--- config.mk ---
export PLATFORM = sky130hd
export DESIGN_NAME = boot_eoc_ctrl
export DESIGN_NICKNAME = d
export VERILOG_FILES = /design/src/rtl/boot_eoc_ctrl.sv
export SDC_FILE = /design/constraint.sdc
export NUM_CORES = 1
export LEC_CHECK = 0
export BUFFER_PORTS_ARGS = -buffer_cell sky130_fd_sc_hd__buf_2
export CELL_PAD_IN_SITES_DETAIL_PLACEMENT = 0
export CELL_PAD_IN_SITES_GLOBAL_PLACEMENT = 1
export CORE_ASPECT_RATIO = 1.2
export CORE_MARGIN = 1.5
export CORE_UTILIZATION = 33
export CTS_CLUSTER_SIZE = 14
export DETAILED_ROUTE_END_ITERATION = 8
export GPL_ROUTABILITY_DRIVEN = 0
export HOLD_SLACK_MARGIN = 0.15
export PLACE_DENSITY = 0.75
export SETUP_SLACK_MARGIN = 0.02
export SYNTH_ARGS = -nofsm -noshare
export SYNTH_HDL_FRONTEND = slang
export SYNTH_SLANG_ARGS = --single-unit
--- constraint.sdc ---
create_clock -name clk_i -period 1.9 [get_ports clk_i]
set_clock_uncertainty 0.2 [all_clocks]
set_input_delay 0.19 -clock clk_i [delete_from_list [all_inputs] [get_ports clk_i]]
set_output_delay 0.19 -clock clk_i [all_outputs]
set_load 0.01 [all_outputs]
--- src/rtl/boot_eoc_ctrl.sv ---
// Boot / end-of-computation controller.
// Samples the boot mode once after reset, then either waits for an idle-mode
// preload or issues an autonomous boot request. After that it repeatedly polls
// a scratch register over a single-outstanding read port until bit 0 reads as
// one, reporting the remaining 31 bits as the exit code. A global timeout and
// an illegal-mode check both end in a terminal error state.
module boot_eoc_ctrl #(
   parameter int          AddrWidth     = 64,
   parameter logic [63:0] ScratchAddr   = 64'h0300_0008,
   parameter int          PollCycles    = 16,
   parameter int          TimeoutCycles = 1_000_000
) (
   input  logic                 clk_i,
   input  logic                 rst_i,

   input  logic [1:0]           boot_mode_i,
   input  logic                 preload_done_i,

   output logic                 boot_req_o,
   input  logic                 boot_ack_i,

   output logic                 rd_req_o,
   output logic [AddrWidth-1:0] rd_addr_o,
   input  logic                 rd_gnt_i,
   input  logic                 rd_rvalid_i,
   input  logic [31:0]          rd_rdata_i,

   output logic                 eoc_o,
   output logic [31:0]          exit_code_o,
   output logic                 mode_err_o,
   output logic                 timeout_o,
   output logic                 busy_o
);

   // Counter widths are just wide enough to hold their maximum value.
   localparam int PollW = $clog2(PollCycles + 1);
   localparam int TmoW  = $clog2(TimeoutCycles + 1);

   localparam logic [PollW-1:0]     POLL_LOAD = PollW'(PollCycles);
   localparam logic [PollW-1:0]     POLL_ONE  = PollW'(1);
   localparam logic [TmoW-1:0]      TMO_ONE   = TmoW'(1);
   localparam logic [TmoW-1:0]      TMO_LAST  = TmoW'(TimeoutCycles - 1);
   localparam logic [TmoW-1:0]      TMO_MAX   = TmoW'(TimeoutCycles);
   localparam logic [AddrWidth-1:0] SCRATCH   = AddrWidth'(ScratchAddr);

   typedef enum logic [2:0] {
      ST_SAMPLE       = 3'd0,
      ST_WAIT_PRELOAD = 3'd1,
      ST_BOOT_REQ     = 3'd2,
      ST_POLL_WAIT    = 3'd3,
      ST_POLL_REQ     = 3'd4,
      ST_POLL_RESP    = 3'd5,
      ST_DONE         = 3'd6,
      ST_ERROR        = 3'd7
   } state_e;

   state_e            state_q, state_d;
   logic [1:0]        mode_q, mode_d;
   logic [PollW-1:0]  poll_cnt_q, poll_cnt_d;
   logic [TmoW-1:0]   tmo_cnt_q, tmo_cnt_d;
   logic              eoc_q, eoc_d;
   logic [31:0]       exit_code_q, exit_code_d;
   logic              mode_err_q, mode_err_d;
   logic              timeout_q, timeout_d;

   logic              tmo_active;
   logic              tmo_hit;
   logic              eoc_accept;

   // State register and all status/counter flops; reset abandons any transaction.
   always_ff @(posedge clk_i or posedge rst_i) begin
      if (rst_i) begin
         state_q     <= ST_SAMPLE;
         mode_q      <= 2'd0;
         poll_cnt_q  <= '0;
         tmo_cnt_q   <= '0;
         eoc_q       <= 1'b0;
         exit_code_q <= 32'd0;
         mode_err_q  <= 1'b0;
         timeout_q   <= 1'b0;
      end else begin
         state_q     <= state_d;
         mode_q      <= mode_d;
         poll_cnt_q  <= poll_cnt_d;
         tmo_cnt_q   <= tmo_cnt_d;
         eoc_q       <= eoc_d;
         exit_code_q <= exit_code_d;
         mode_err_q  <= mode_err_d;
         timeout_q   <= timeout_d;
      end
   end

   // Timeout bookkeeping: runs in every waiting state, saturates, and fires on
   // the last allowed cycle so the error state is entered right after it.
   always_comb begin
      tmo_active = (state_q == ST_WAIT_PRELOAD) || (state_q == ST_BOOT_REQ) ||
                   (state_q == ST_POLL_WAIT)    || (state_q == ST_POLL_REQ) ||
                   (state_q == ST_POLL_RESP);
      tmo_hit    = tmo_active && (tmo_cnt_q >= TMO_LAST);
      eoc_accept = (state_q == ST_POLL_RESP) && rd_rvalid_i && rd_rdata_i[0];
   end

   // Next-state and datapath updates; an accepted EOC response beats a
   // timeout landing in the same cycle.
   always_comb begin
      state_d     = state_q;
      mode_d      = mode_q;
      poll_cnt_d  = poll_cnt_q;
      tmo_cnt_d   = tmo_cnt_q;
      eoc_d       = eoc_q;
      exit_code_d = exit_code_q;
      mode_err_d  = mode_err_q;
      timeout_d   = timeout_q;

      if (tmo_active && (tmo_cnt_q != TMO_MAX)) begin
         tmo_cnt_d = tmo_cnt_q + TMO_ONE;
      end

      case (state_q)
         ST_SAMPLE: begin
            mode_d = boot_mode_i;
            case (boot_mode_i)
               2'd0: state_d = ST_WAIT_PRELOAD;
               2'd1: begin
                  state_d    = ST_ERROR;
                  mode_err_d = 1'b1;
               end
               default: state_d = ST_BOOT_REQ;
            endcase
         end
         ST_WAIT_PRELOAD: begin
            if (preload_done_i) begin
               state_d    = ST_POLL_WAIT;
               poll_cnt_d = POLL_LOAD;
            end
         end
         ST_BOOT_REQ: begin
            if (boot_ack_i) begin
               state_d    = ST_POLL_WAIT;
               poll_cnt_d = POLL_LOAD;
            end
         end
         ST_POLL_WAIT: begin
            if (poll_cnt_q <= POLL_ONE) begin
               state_d = ST_POLL_REQ;
            end else begin
               poll_cnt_d = poll_cnt_q - POLL_ONE;
            end
         end
         ST_POLL_REQ: begin
            if (rd_gnt_i) begin
               state_d = ST_POLL_RESP;
            end
         end
         ST_POLL_RESP: begin
            if (rd_rvalid_i) begin
               if (rd_rdata_i[0]) begin
                  state_d     = ST_DONE;
                  eoc_d       = 1'b1;
                  exit_code_d = {1'b0, rd_rdata_i[31:1]};
               end else begin
                  state_d    = ST_POLL_WAIT;
                  poll_cnt_d = POLL_LOAD;
               end
            end
         end
         ST_DONE:  state_d = ST_DONE;
         ST_ERROR: state_d = ST_ERROR;
         default:  state_d = ST_ERROR;
      endcase

      if (tmo_hit && !eoc_accept) begin
         state_d     = ST_ERROR;
         timeout_d   = 1'b1;
         exit_code_d = 32'hFFFF_FFFF;
      end
   end

   // Handshake and busy outputs decoded from the current state; only the
   // autonomous boot modes ever reach the boot request state.
   always_comb begin
      boot_req_o = 1'b0;
      rd_req_o   = 1'b0;
      busy_o     = 1'b1;
      case (state_q)
         ST_BOOT_REQ: boot_req_o = mode_q[1];
         ST_POLL_REQ: rd_req_o   = 1'b1;
         ST_DONE,
         ST_ERROR:    busy_o     = 1'b0;
         default:     busy_o     = 1'b1;
      endcase
   end

   assign rd_addr_o   = SCRATCH;
   assign eoc_o       = eoc_q;
   assign exit_code_o = exit_code_q;
   assign mode_err_o  = mode_err_q;
   assign timeout_o   = timeout_q;

endmodule

==> flow_summary.ini <==
[floorplanning]
rows = 42
start_util_pct = 33.8
ios = 142
die_h_um = 119
die_w_um = 99.8
core_area_um2 = 11000
dieArea_um2 = 11900

[cts]
ctsLongestPathBuffers = 2
clk_transition_reported_paths_ps = 50
h-tree-depth = 3
cts_tree = yes
cts-root-buf = clkbuf_16
insertion_delay_ps = 330
numCtsBuffers = 9
clkSinkCount = 64

[critical_path]
slowest_stage = dfrtp_1
cp.required_ps = 1910
crit_chain = inv_1, ha_4, nor4b_4, nand4_1, o21ai_2, mux2_2
critPathMaxFanout = 5
crit_buf_inv = 1
crit_family = flip-flops
worstSetupEndpointType = flop
reg2reg_to = tmo_cnt_q[1]
r2r_cells = 6
r2r-start = tmo_cnt_q[1]
start_kind = flop
path_class = reg -> reg
critPathMaxStageDelay_ps = 420
r2r_slack_ps = 50
cp.arrival_ps = 1860

[routing]
finalWirelength_mm = 8.27
drt_iter0_drc = 143
antenna_left = 0
vias_per_cell = 4.46
drc = 0
wl_per_cell_um = 12.5
via_count = 2938
dr.pass1.iters = 4

[pwr]
leakage_nw = 2.81
vdd_drop_max_uv = 603
power.density_nw_per_um2 = 1330

[job]
maxCapViolations = 0

[synthesis]
syn_avg_cell_area_um2 = 9.66
synthCells = 384
synthFlopType = dfrtp_1
synthesis.area_um2 = 3710
synth_cell_types = 51
yosysSeqAreaShare_pct = 43.2
yosysWarnings = 0
async_flop_share_pct = 100
ys_seq_elements = 64
synth_edf_count = 0

[sta]
slew_headroom_pct = 65.1
max_freq_ghz = 0.541
hold_viol_final = 0
finalCriticalPeriod_ps = 1850
fin_ws_ps = 53.0
drv_slew = 0
period_share_pct = 97.2
rsz0062_at_grt = yes
final-setup-viol-count = 0
whs_ps = 179
tightest_slew_ps = 523

[finish]
nets = 567
drive_above_1_share_pct = 35.3
post-route-util_pct = 45.6
syn_to_final_growth_pct = 35.0
diodes = 0

[min_path]
worstHoldStart = rd_rdata_i[0]
whs_endpoint = state_q[2]
hold_depth = 5
hp-class = in -> reg

[placed_design]
dpl.hpwl_mm = 5.63
io_buffers = 77
place_worst_setup_slack_ps = -19.1

[global_route]
antenna_found_initial = 0
grt_pass1_vias = 2908
grt_max_degree = 43
grt.total_usage_pct = 14.1
grt_overflow_total = 0
grt_pass1_wl_mm = 13.3

[outcome]
outcome = completed
[metal layers]
layer | up-vias | share of wire [%] | global-route usage [%]
li1 | 1407 | - | -
met1 | 1409 | 40 | 16.5
met2 | 103 | 52 | 24.1
met3 | 19 | 5.6 | 4.05
met4 | 0 | 2.1 | 5.72
met5 | - | 0 | 0
[worst min-delay path, cell delays in order]
cell	delay (ps)
buf_2	90
nand2_1	100
o211ai_1	110
a31oi_1	110
nand2_2	60
[per-stage QoR]
stage                     TNS, ps  total power, mW  instances  instance area, um^2
after detailed placement    -19.1             4.62        605                 4200
after floorplan                 0             3.78        446                 3950
final                           0             6.67        659                 5010
after global placement          0             4.55        605                 4200
after global routing         -144             7.13        659                 5010
after CTS                       0             6.54        656                 4890
[power by group]
| part | total (mW) | internal [mW] | switching (mW) | leakage [nW] |
|---|---|---|---|---|
| Sequential | 2.25 | 1.88 | 0.373 | 0.851 |
| Combinational | 2.63 | 1.30 | 1.34 | 1.80 |
| Clock | 1.78 | 1.21 | 0.572 | 0.159 |
| Total | 6.67 | 4.38 | 2.28 | 2.81 |
[cell families (layout without fill, tap and decap cells)]
kind of cell,after synthesis,after routing,synth area share [%]
flip-flops,64,64,43.2
multiplexers,3,3,0.877
adder cells (fa/ha/maj),4,4,1.35
XOR/XNOR,22,22,5.19
other,2,64,0.202
AO/OA/AOI/OAI,23,23,4.96
buffers and inverters,90,171,17.1
AND/OR/NAND/NOR,176,176,27.2
[layout by cell type (no fill, tap or decap), types with 2 or more instances in the layout]
cell	count
bufinv_16	2
nor2_1	13
clkbuf_8	2
nor4b_4	2
buf_6	2
buf_2	77
xnor2_1	11
o211ai_1	2
dfrtp_2	3
nand2_1	77
a31oi_1	2
o21a_1	2
nand2_2	4
o21ai_0	3
mux2_2	2
ha_1	2
nand2b_1	5
xor2_1	11
clkbuf_16	9
nor3_1	6
buf_12	6
inv_1	10
buf_4	23
dfrtp_1	61
nand3_1	9
o21ai_2	2
conb_1	64
and4_1	2
dlygate4sd3_1	36
and2_1	4
nand3_2	31
nand4_1	7
and3_1	3
[worst max path at each step]
stage,endpoint,slack (ps),startpoint,cells after the start
global route,tmo_cnt_q[1],-50,tmo_cnt_q[1],6
detailed placement,state_q[1],-20,state_q[2],6
finish,tmo_cnt_q[1],50,tmo_cnt_q[1],6
floorplan,exit_code_o[0],6,tmo_cnt_q[0],8
CTS,state_q[1],10,state_q[2],6
global placement,tmo_cnt_q[1],70,tmo_cnt_q[0],6
[cell usage after synthesis (5+ instances only)]
| library cell | n | area share [%] |
|---|---|---|
| nand2_1 | 78 | 7.9 |
| buf_4 | 64 | 13 |
| dfrtp_1 | 64 | 43 |
| nand3_2 | 27 | 7.3 |
| nor2_1 | 15 | 1.5 |
| nand3_1 | 13 | 1.8 |
| inv_1 | 12 | 1.2 |
| xnor2_1 | 11 | 2.6 |
| xor2_1 | 11 | 2.6 |
| nand4_1 | 7 | 1.2 |
| nor3_1 | 7 | 0.94 |
| clkbuf_1 | 6 | 0.61 |
| buf_2 | 5 | 0.67 |
| nand2b_1 | 5 | 0.84 |
[layout make-up]
type                    count  area [um^2]
clock buffers              12          256
fillers                  1054         5970
flip-flops and latches     64         1610
multi-input cells         292         1810
well taps                 132          165
repair buffers            144         1060
clock inverters             3         65.1
inverters                  12         48.8
[registers in the layout, summed over array words and instances, names as in the netlist]
name	flops
exit_code_o	32
poll_cnt_q	5
mode_err_o	1
tmo_cnt_q	20
state_q	3
timeout_o	1
mode_q	1
eoc_o	1
[repair_timing]
action                                 CTS  global route
setup endpoints to repair                3            54
gates resized for setup                  2            24
endpoints found under the hold margin   99             1
setup buffers                            1             2
pin swaps                                1            12
hold buffers                            35             1
Power figures use the tool's default switching activity.
